## config.mk

```make
export PLATFORM = sky130hd
export DESIGN_NAME = apb_rgu_requester
export DESIGN_NICKNAME = d
export VERILOG_FILES = /design/src/rtl/apb_rgu_requester.sv
export SDC_FILE = /design/constraint.sdc
export NUM_CORES = 1
export LEC_CHECK = 0
export ABC_CLOCK_PERIOD_IN_PS = 2740
export BUFFER_PORTS_ARGS = -buffer_cell sky130_fd_sc_hd__buf_2
export CORE_MARGIN = 2
export CORE_UTILIZATION = 50
export CTS_BUF_LIST = sky130_fd_sc_hd__clkbuf_4 sky130_fd_sc_hd__clkbuf_8
export DETAILED_ROUTE_END_ITERATION = 8
export PLACE_DENSITY = 0.93
export SYNTH_ARGS = -nofsm -noshare
export SYNTH_HDL_FRONTEND = slang
export SYNTH_SLANG_ARGS = --single-unit
```

## constraint.sdc

```tcl
create_clock -name PCLK -period 2.74 [get_ports PCLK]
set_clock_uncertainty 0.2 [all_clocks]
set_input_delay 0.548 -clock PCLK [delete_from_list [all_inputs] [get_ports PCLK]]
set_output_delay 0.548 -clock PCLK [all_outputs]
set_load 0.03 [all_outputs]
```

## src/rtl/apb_rgu_requester.sv

```systemverilog
// APB3 requester for the RGU register slave.
// Turns one valid/ready command into one APB transfer (SETUP then ACCESS),
// waits for PREADY under a watchdog, and returns read data and error status
// on a valid/ready response channel. Misaligned addresses are rejected locally.
module apb_rgu_requester #(
  parameter int ADDR_W         = 12,
  parameter int DATA_W         = 32,
  parameter int TIMEOUT_CYCLES = 256,
  parameter int CNT_W          = 9
) (
  input  logic              PCLK,
  input  logic              PRESETn,
  input  logic              cmd_valid,
  output logic              cmd_ready,
  input  logic              cmd_write,
  input  logic [ADDR_W-1:0] cmd_addr,
  input  logic [DATA_W-1:0] cmd_wdata,
  output logic              rsp_valid,
  input  logic              rsp_ready,
  output logic [DATA_W-1:0] rsp_rdata,
  output logic              rsp_err,
  output logic              rsp_timeout,
  output logic              PSEL,
  output logic              PENABLE,
  output logic              PWRITE,
  output logic [ADDR_W-1:0] PADDR,
  output logic [DATA_W-1:0] PWDATA,
  input  logic [DATA_W-1:0] PRDATA,
  input  logic              PREADY,
  input  logic              PSLVERR
);

  typedef enum logic [1:0] {IDLE, SETUP, ACCESS, RESP} state_t;

  state_t              state_reg, state_next;
  logic [CNT_W-1:0]    cnt_reg, cnt_next;
  logic                psel_next, penable_next, pwrite_next;
  logic [ADDR_W-1:0]   paddr_next;
  logic [DATA_W-1:0]   pwdata_next;
  logic                rsp_valid_next, rsp_err_next, rsp_timeout_next;
  logic [DATA_W-1:0]   rsp_rdata_next;
  logic                timeout_hit;

  // Terminal count of the ACCESS-phase watchdog; tied off when disabled.
  generate
    if (TIMEOUT_CYCLES == 0) begin : g_no_wdog
      assign timeout_hit = 1'b0;
    end else begin : g_wdog
      assign timeout_hit = (cnt_reg == CNT_W'(TIMEOUT_CYCLES - 1));
    end
  endgenerate

  // Commands are only taken while nothing is in flight.
  assign cmd_ready = (state_reg == IDLE);

  // State, watchdog and all registered outputs; reset clears everything.
  always_ff @(posedge PCLK or negedge PRESETn) begin
    if (!PRESETn) begin
      state_reg   <= IDLE;
      cnt_reg     <= '0;
      PSEL        <= 1'b0;
      PENABLE     <= 1'b0;
      PWRITE      <= 1'b0;
      PADDR       <= '0;
      PWDATA      <= '0;
      rsp_valid   <= 1'b0;
      rsp_err     <= 1'b0;
      rsp_timeout <= 1'b0;
      rsp_rdata   <= '0;
    end else begin
      state_reg   <= state_next;
      cnt_reg     <= cnt_next;
      PSEL        <= psel_next;
      PENABLE     <= penable_next;
      PWRITE      <= pwrite_next;
      PADDR       <= paddr_next;
      PWDATA      <= pwdata_next;
      rsp_valid   <= rsp_valid_next;
      rsp_err     <= rsp_err_next;
      rsp_timeout <= rsp_timeout_next;
      rsp_rdata   <= rsp_rdata_next;
    end
  end

  // Next-state and next-output decode; everything holds unless changed below.
  always_comb begin
    state_next       = state_reg;
    cnt_next         = cnt_reg;
    psel_next        = PSEL;
    penable_next     = PENABLE;
    pwrite_next      = PWRITE;
    paddr_next       = PADDR;
    pwdata_next      = PWDATA;
    rsp_valid_next   = rsp_valid;
    rsp_err_next     = rsp_err;
    rsp_timeout_next = rsp_timeout;
    rsp_rdata_next   = rsp_rdata;

    case (state_reg)
      IDLE: begin
        if (cmd_valid) begin
          paddr_next  = cmd_addr;
          pwrite_next = cmd_write;
          pwdata_next = cmd_wdata;
          if (cmd_addr[1:0] != 2'b00) begin
            // Rejected locally: answer straight away, bus stays idle.
            rsp_valid_next   = 1'b1;
            rsp_err_next     = 1'b1;
            rsp_timeout_next = 1'b0;
            rsp_rdata_next   = '0;
            state_next       = RESP;
          end else begin
            psel_next  = 1'b1;
            cnt_next   = '0;
            state_next = SETUP;
          end
        end
      end
      SETUP: begin
        penable_next = 1'b1;
        state_next   = ACCESS;
      end
      ACCESS: begin
        cnt_next = cnt_reg + 1'b1;
        // PREADY is checked first so it wins over a coincident timeout.
        if (PREADY) begin
          psel_next        = 1'b0;
          penable_next     = 1'b0;
          rsp_valid_next   = 1'b1;
          rsp_err_next     = PSLVERR;
          rsp_timeout_next = 1'b0;
          rsp_rdata_next   = PWRITE ? '0 : PRDATA;
          state_next       = RESP;
        end else if (timeout_hit) begin
          psel_next        = 1'b0;
          penable_next     = 1'b0;
          rsp_valid_next   = 1'b1;
          rsp_err_next     = 1'b1;
          rsp_timeout_next = 1'b1;
          rsp_rdata_next   = '0;
          state_next       = RESP;
        end
      end
      RESP: begin
        if (rsp_ready) begin
          rsp_valid_next = 1'b0;
          state_next     = IDLE;
        end
      end
      default: state_next = IDLE;
    endcase
  end

endmodule

```

## After elaboration in Yosys (flattened, before gate mapping)

Cells that the tools add are included.

| word-level totals | value |
|---|---|
| flip-flop bits (word level) | 93 |
| latch bits | 0 |
| RAM bits | 0 |
| ROM bits | 0 |
| input port bits | 83 |
| output and inout port bits | 83 |
| word-level logic and storage cells | 66 |
| memories kept | 0 |

| operators by class | value |
|---|---|
| $add $sub $neg | 1 |
| multipliers | 0 |
| div/mod/pow operators | 0 |
| order comparisons | 0 |
| eq/ne operators | 9 |
| shift operators | 0 |
| mux-type cells | 33 |
| bitwise gates (word level) | 0 |
| reductions and logical operators | 12 |

Operator list:

| cell | count |
|---|---|
| $mux 32 | 5 |
| $pmux 32 s2 | 1 |
| $mux 9 | 2 |
| $pmux 9 s2 | 1 |
| $mux 1 | 13 |
| $mux 2 | 5 |
| $add 9x1->9 const B | 1 |
| $eq 9x8->1 const B | 1 |
| $pmux 1 s2 | 4 |
| $pmux 2 s4 | 1 |
| $reduce_and 4->1 | 2 |
| $ne 2x2->1 const B | 3 |
| $reduce_and 3->1 | 2 |
| $reduce_bool 2->1 | 3 |
| $reduce_and 5->1 | 1 |
| $eq 2x2->1 const B | 2 |
| $reduce_and 2->1 | 2 |
| $ne 3x3->1 const B | 1 |
| $pmux 1 s3 | 1 |
| $reduce_bool 3->1 | 1 |
| $eq 2x1->1 const B | 1 |
| $logic_not 2->1 | 1 |
| $ne 2x1->1 const B | 1 |

## Logic depth before layout (Yosys ltp)

Gate-level depths: netlist of the first run.

| depth | value |
|---|---|
| depth after elaboration | 4 |
| mapped depth | 8 |
| gate-level depth less buffers | 7 |

## Least setup slack after synthesis of the first run

No wires, ideal clock.

| timing | value |
|---|---|
| kind | reg2reg |
| start point | reg cnt_reg[0] |
| end point | reg rsp_err |
| library setup time | 127 ps |
| arrival | 2015 ps |
| required time | 2413 ps |
| path slack | 397 ps |
| cell stages (with the launch flop) | 8 |
| path buffers | 0 |
| clock period less this slack | 2343 ps |
| path through | dfrtp_1 -> ha_1 -> nand3_1 -> nor3_1 -> ha_1 -> nor3b_4 -> nor4_4 -> mux2_1 |

| on the way | value |
|---|---|
| longest elaborated chain between the ends | 3 |

RTL lines:

| item | line | RTL |
|---|---|---|
| start: declaration | 36 | `logic [CNT_W-1:0] cnt_reg, cnt_next;` |
| start signal: assignment | 72 | `cnt_reg <= cnt_next;` |
| $eq 9x8->1 | 49 | `assign timeout_hit = (cnt_reg == CNT_W'(TIMEOUT_CYCLES - 1));` |
| $ne 3x3->1 (no source line) | n/a |  |
| $reduce_and 4->1 (no source line) | n/a |  |
| end signal: assignment | 79 | `rsp_err <= rsp_err_next;` |
| end: declaration | 21 | `output logic rsp_err,` |

Every way passes these cells.
A chain may end at the register's enable or synchronous reset.

## Worst setup path in the final report of the first run

| timing | value |
|---|---|
| start point | reg cnt_reg[0] |
| end point | reg rsp_rdata[0] |

| on the way | value |
|---|---|
| longest elaborated chain between the ends | 3 |

RTL lines:

| item | line | RTL |
|---|---|---|
| $eq 9x8->1 | 49 |  |
| $ne 3x3->1 (no source line) | n/a |  |
| $reduce_and 4->1 (no source line) | n/a |  |
| end signal: assignment | 81 | `rsp_rdata <= rsp_rdata_next;` |
| end: declaration | 20 | `output logic [DATA_W-1:0] rsp_rdata,` |

Every way passes these cells.

==> results_dict.tcl, run 1 <==
set metrics [dict create \
    crit_fanout 27 \
    ys_async_sr_fraction 1.00 \
    detailed_place_hpwl_um 6720 \
    final_antenna_net_count 0 \
    numCtsBuffers 9 \
    synthTopCellsByArea "dfrtp_1 (56%), mux2_2 (13%), mux2i_1 (8.0%)" \
    min_to "PWDATA[17]" \
    fmax_mhz 396 \
    min_path_cells 2 \
    r2r_setup_slack_ps 220 \
    min_period_ps 2520 \
    crit_top_cell "ha_1" \
    hold_class "in2reg" \
    syn_area_per_cell_sq_um 12.1 \
    r2r_start "cnt_reg[0]" \
    die_x_um 94.9 \
    synth_nets 430 \
    antennaDiodeCount 0 \
    ff_latch_area_sq_mm 0.00233 \
    drt_pass1_iterations 4 \
    worstPathRequired_ps 2810 \
    cp.arrival_ps 2590 \
    drt-wirelength-per-cell_um 14.9 \
    clock-sinks 93 \
    crit_type "reg2reg" \
    cpLargestDelayFamily "simple AND/OR/NAND/NOR gates" \
    drt_iter0_drc 185 \
    post_cts_buffers 0 \
    critPathMaxStageDelay_ps 410 \
    pre_cts_ws_ps 168 \
    finalInstanceArea_sq_mm 0.00530 \
    grt.overflow.total 0 \
    reg.largest.list "PWDATA: 32 flops, rsp_rdata: 32 flops, PADDR: 12 flops" \
    ys_ff_latch 93 \
    r2r_end "rsp_rdata[0]" \
    r2r_cells 8 \
    fin_util 0.655 \
    tns_ps 0 \
    cts_tree "done" \
    ioPinCount 166 \
    clock_latency_ps 350 \
    drt-total-wl_um 9200 \
    die_area_sq_mm 0.00900 \
    rsz0062_at_grt "no" \
    min-delay-start "cmd_wdata[17]" \
    ir_drop_mv 0.823 \
    nNetsFinal 598 \
    synth-seq-area-share 0.564 \
    crit_chain "ha_1 -> nand3_1 -> nor3_1 -> ha_1 -> nor3b_4 -> nor4_4 -> buf_12 -> mux2i_1" \
    fillers 636 \
    core-area_sq_mm 0.00809 \
    multi_input_comb_area_sq_mm 0.00158 \
    final_common_cell "buf_2" \
    whs_ps 215 \
    synth_top_cell_by_area "dfrtp_1" \
    gp_congestion 0.874 \
    placed_area_sq_mm 0.00508 \
    grt_usage 0.211 \
    synth_area_sq_mm 0.00413 \
    clk_pin_slew_ps 110 \
    slew_headroom 0.615 \
    postSynthCellCount 340 \
    vias 3133 \
    tightestPinTransition_ps 577 \
    synth-edff-count 0 \
    grt_start_max_net_pins 55 \
    synth_top_area_share 0.564 \
    grt_pass1_wl_um 14900 \
    drc 0 \
    fin_crit_sh 0.921 \
    leakagePower_nw 2.65 \
    start_kind "flop" \
    initial_core_util 0.510 \
    synth.distinct_cells 38 \
    antenna_found_initial 0 \
    htree_levels 3 \
    io_buffers 165 \
    cts_root_buf "clkbuf_8" \
    cap_violations 0 \
    slowest_stage "dfrtp_1" \
    viasPerCell 5.07 \
    synth_top_flop_cell "dfrtp_1" \
    num_rows 33 \
    crit_path_end_kind "flop" \
    area_delta_synth_final_pct 28.5 \
    layout_common_cells "buf_2 (164), dfrtp_1 (93), mux2_2 (46)" \
    setup_ws_ps 216 \
    yosysWarnings 0 \
    status "finished, final reports clean" \
    setup_viol 0 \
    power_density_mw_per_mm2 1270 \
    drive_above_1_share 0.468 \
    finalHoldViolations 0 \
    worst-path-buf-inv 1 \
    grt_pass1_vias 3142 \
    finalMaxSlewViolations 0 \
    die_y_um 94.9 \
    ctsLongestPathBuffers 2 \
]
==> per-layer routing <==
| metal | global-route usage | up-vias | share of wire |
|---|---|---|---|
| met5 | 0 | - | 0 |
| met4 | 0.0628 | 0 | 0.016 |
| met3 | 0.0623 | 12 | 0.065 |
| met2 | 0.362 | 112 | 0.52 |
| met1 | 0.260 | 1528 | 0.40 |
| li1 | - | 1481 | - |
==> cell type report <==
cell class | instances | area share
inverter | 36 | 0.0255
clock inverter | 6 | 0.0146
tap | 105 | 0.0248
sequential | 93 | 0.439
clock buffer | 10 | 0.0259
multi-input combinational | 195 | 0.298
timing repair buffer | 173 | 0.173
==> repair_timing <==
action                                  CTS  global route
hold buffers                              1             0
endpoints found under the setup margin    0            29
endpoints found under the hold margin    39             0
gates resized for setup                   0             0
==> cell usage after synthesis, drive strengths merged (2+ instances only) <==
cell type,n
ha,7
o41ai,2
clkbuf,7
nor3b,2
mux2,47
o31ai,2
nand3,14
o211ai,3
o21ai,9
a2111o,2
nor2,2
mux2i,33
inv,36
nand2b,9
nand2,39
o311ai,2
buf,9
dfrtp,93
nor3,2
nor2b,4
nand3b,3
==> kinds of logic (layout without fill, tap and decap cells) <==
logic type      count (synthesis)  count (layout)  share of synthesized area
mux                            80              80                      0.208
buf+inv                        52             225                     0.0545
fa+ha+maj                       7               7                     0.0212
simple gates                   82              82                      0.107
compound gates                 26              26                     0.0458
flops                          93              93                      0.564
==> report_power, final <==
| group | total [mW] | internal, mW | leakage (nW) | switching [mW] |
|---|---|---|---|---|
| combinational | 3.43 | 1.27 | 1.37 | 2.16 |
| clock | 0.979 | 0.467 | 0.107 | 0.513 |
| sequential | 2.30 | 1.96 | 1.17 | 0.339 |
| total | 6.71 | 3.70 | 2.65 | 3.01 |
==> worst max path at each step <==
stage                     from      endpoint  slack [ps]  cells after the start
CTS                 cnt_reg[0]  rsp_rdata[0]          60                      8
global route        cnt_reg[0]  rsp_rdata[2]          50                      8
detailed placement  cnt_reg[0]  rsp_rdata[0]         170                      8
finish              cnt_reg[0]  rsp_rdata[0]         220                      8
floorplan           cnt_reg[0]       rsp_err         400                      7
global placement    cnt_reg[0]  rsp_rdata[7]         340                      8
==> metrics by stage <==
stage | power (mW) | cells
6_report | 6.71 | 618
5_1_grt | 7.10 | 618
4_1_cts | 6.76 | 618
3_5_place_dp | 5.76 | 601
3_3_place_gp | 5.62 | 601
2_1_floorplan | 4.80 | 340
No activity file was read; power rests on OpenSTA's default activity.
==> inputs of run 2 (changes only) <==
==> constraint.sdc (replaced) <==
create_clock -name PCLK -period 2.74 [get_ports PCLK]
set_clock_uncertainty 0.2 [all_clocks]
set_input_delay 0.685 -clock PCLK [delete_from_list [all_inputs] [get_ports PCLK]]
set_output_delay 0.685 -clock PCLK [all_outputs]
set_load 0.03 [all_outputs]
==> run 2 against run 1 <==
Effect of this change:
- total power decreased by 0.77%
- critical path depth unchanged
- fmax increased by 2.8%
- worst setup slack improved by 68 ps
- routed wire length decreased by 1.6%
- clock-buffer cell count increased by 1
- sequential power about the same
- critical endpoint is now rsp_rdata[16]
- largest cell class unchanged
- highest routed layer unchanged
==> results_dict.tcl, run 2 (synthesized netlist as in run 1, its figures left out) <==
set metrics [dict create \
    vias 3126 \
    htree_levels 3 \
    viasPerCell 5.07 \
    worstPathRequired_ps 2810 \
    r2r_cells 8 \
    cp.arrival_ps 2530 \
    leakagePower_nw 2.64 \
    post_cts_buffers 0 \
    r2r_setup_slack_ps 280 \
    clock-sinks 93 \
    reg.largest.list "PWDATA: 32 flops, rsp_rdata: 32 flops, PADDR: 12 flops" \
    fin_crit_sh 0.897 \
    grt_start_max_net_pins 94 \
    min_period_ps 2460 \
    drc 0 \
    whs_ps 168 \
    drt_iter0_drc 114 \
    nNetsFinal 597 \
    finalHoldViolations 0 \
    antennaDiodeCount 0 \
    detailed_place_hpwl_um 6650 \
    clock_latency_ps 350 \
    numCtsBuffers 9 \
    ctsHoldBuffers 0 \
    num_rows 33 \
    core-area_sq_mm 0.00809 \
    die_y_um 94.9 \
    status "finished, final reports clean" \
    ioPinCount 166 \
    grt_pass1_wl_um 14200 \
    tns_ps 0 \
    crit_path_end_kind "flop" \
    slowest_stage "dfrtp_1" \
    crit_fanout 27 \
    finalInstanceArea_sq_mm 0.00528 \
    power_density_mw_per_mm2 1260 \
    initial_core_util 0.510 \
    layout_common_cells "buf_2 (164), dfrtp_1 (93), mux2_2 (46)" \
    antenna_found_initial 0 \
    fmax_mhz 407 \
    gp_congestion 0.871 \
    die_area_sq_mm 0.00900 \
    critPathMaxStageDelay_ps 400 \
    start_kind "flop" \
    finalMaxSlewViolations 0 \
    placed_area_sq_mm 0.00508 \
    layout.cells.non_filler 617 \
    crit_type "reg2reg" \
    grt_pass1_vias 3078 \
    rsz0062_at_grt "no" \
    area_delta_synth_final_pct 28.0 \
    die_x_um 94.9 \
    setup_viol 0 \
    crit_chain "ha_1 -> nand3_1 -> nor3_1 -> ha_1 -> nor3b_4 -> nor4_4 -> buf_12 -> mux2i_1" \
    clk_pin_slew_ps 90 \
    drt_pass1_iterations 4 \
    ctsLongestPathBuffers 2 \
    tightestPinTransition_ps 548 \
    drt-wirelength-per-cell_um 14.7 \
    crit_top_cell "ha_1" \
    r2r_start "cnt_reg[0]" \
    grt.overflow.total 0 \
    final_antenna_net_count 0 \
    cts_tree "done" \
    drt-total-wl_um 9060 \
    r2r_end "rsp_rdata[16]" \
    grt_usage 0.204 \
    hold_class "in2async" \
    final_common_cell "buf_2" \
    cts_root_buf "clkbuf_8" \
    drive_above_1_share 0.469 \
    cap_violations 0 \
    cts_resized 0 \
    dp.cells 601 \
    ir_drop_mv 0.722 \
    io_buffers 165 \
    slew_headroom 0.635 \
]
## run 2: changes by cell type in the layout (fill, tap and decap cells not counted), sizes merged
cell,change
clkinv,+3
clkbuf,+1
dlygate4sd3,-1
inv,-4
## run 2: report_power, final
| part | internal (mW) | leakage (nW) | switching [mW] |
|---|---|---|---|
| clock network | 0.459 | 0.103 | 0.470 |
| logic | 1.27 | 1.37 | 2.15 |
| registers | 1.96 | 1.17 | 0.344 |
| total | 3.69 | 2.64 | 2.97 |
## run 2: worst max-delay path by stage
stage                          to  slack (ps)        from
floorplan                 rsp_err         400  cnt_reg[0]
global placement     rsp_rdata[7]         340  cnt_reg[0]
detailed placement  rsp_rdata[16]         180  cnt_reg[0]
CTS                 rsp_rdata[16]         150  cnt_reg[0]
global route         rsp_rdata[0]          40  cnt_reg[0]
finish              rsp_rdata[16]         280  cnt_reg[0]
## run 2: layout make-up
class                      count  area (sq um)
clock buffer                  11           145
clock inverter                 5          60.1
fill                         655          2810
inverter                      36           135
multi-input combinational    195          1580
sequential                    93          2330
tap                          105           131
timing repair buffer         172           906
## run 2: metrics by stage
stage / worst slack [ps] / power [mW] / utilization
2_1_floorplan: 397 / 4.80 / -
3_3_place_gp: 335 / 5.62 / 0.628
3_5_place_dp: 185 / 5.77 / 0.628
4_1_cts: 146 / 6.71 / 0.653
5_1_grt: 40.0 / 7.05 / 0.653
6_report: 283 / 6.66 / 0.653
## run 2: worst max-delay path, delay by kind of cell, from the launching register on
kind	cells	cell delay, ps
flops	1	400
buf+inv	1	270
simple gates	4	800
mux	1	240
fa+ha+maj	2	470
## run 2: layer usage
| layer | vias up | track usage | wire, um |
|---|---|---|---|
| met5 | - | 0 | 0 |
| met4 | 0 | 0.0833 | 165 |
| met2 | 111 | 0.352 | 4640 |
| li1 | 1480 | - | - |
| met1 | 1519 | 0.245 | 3680 |
| met3 | 16 | 0.0479 | 570 |
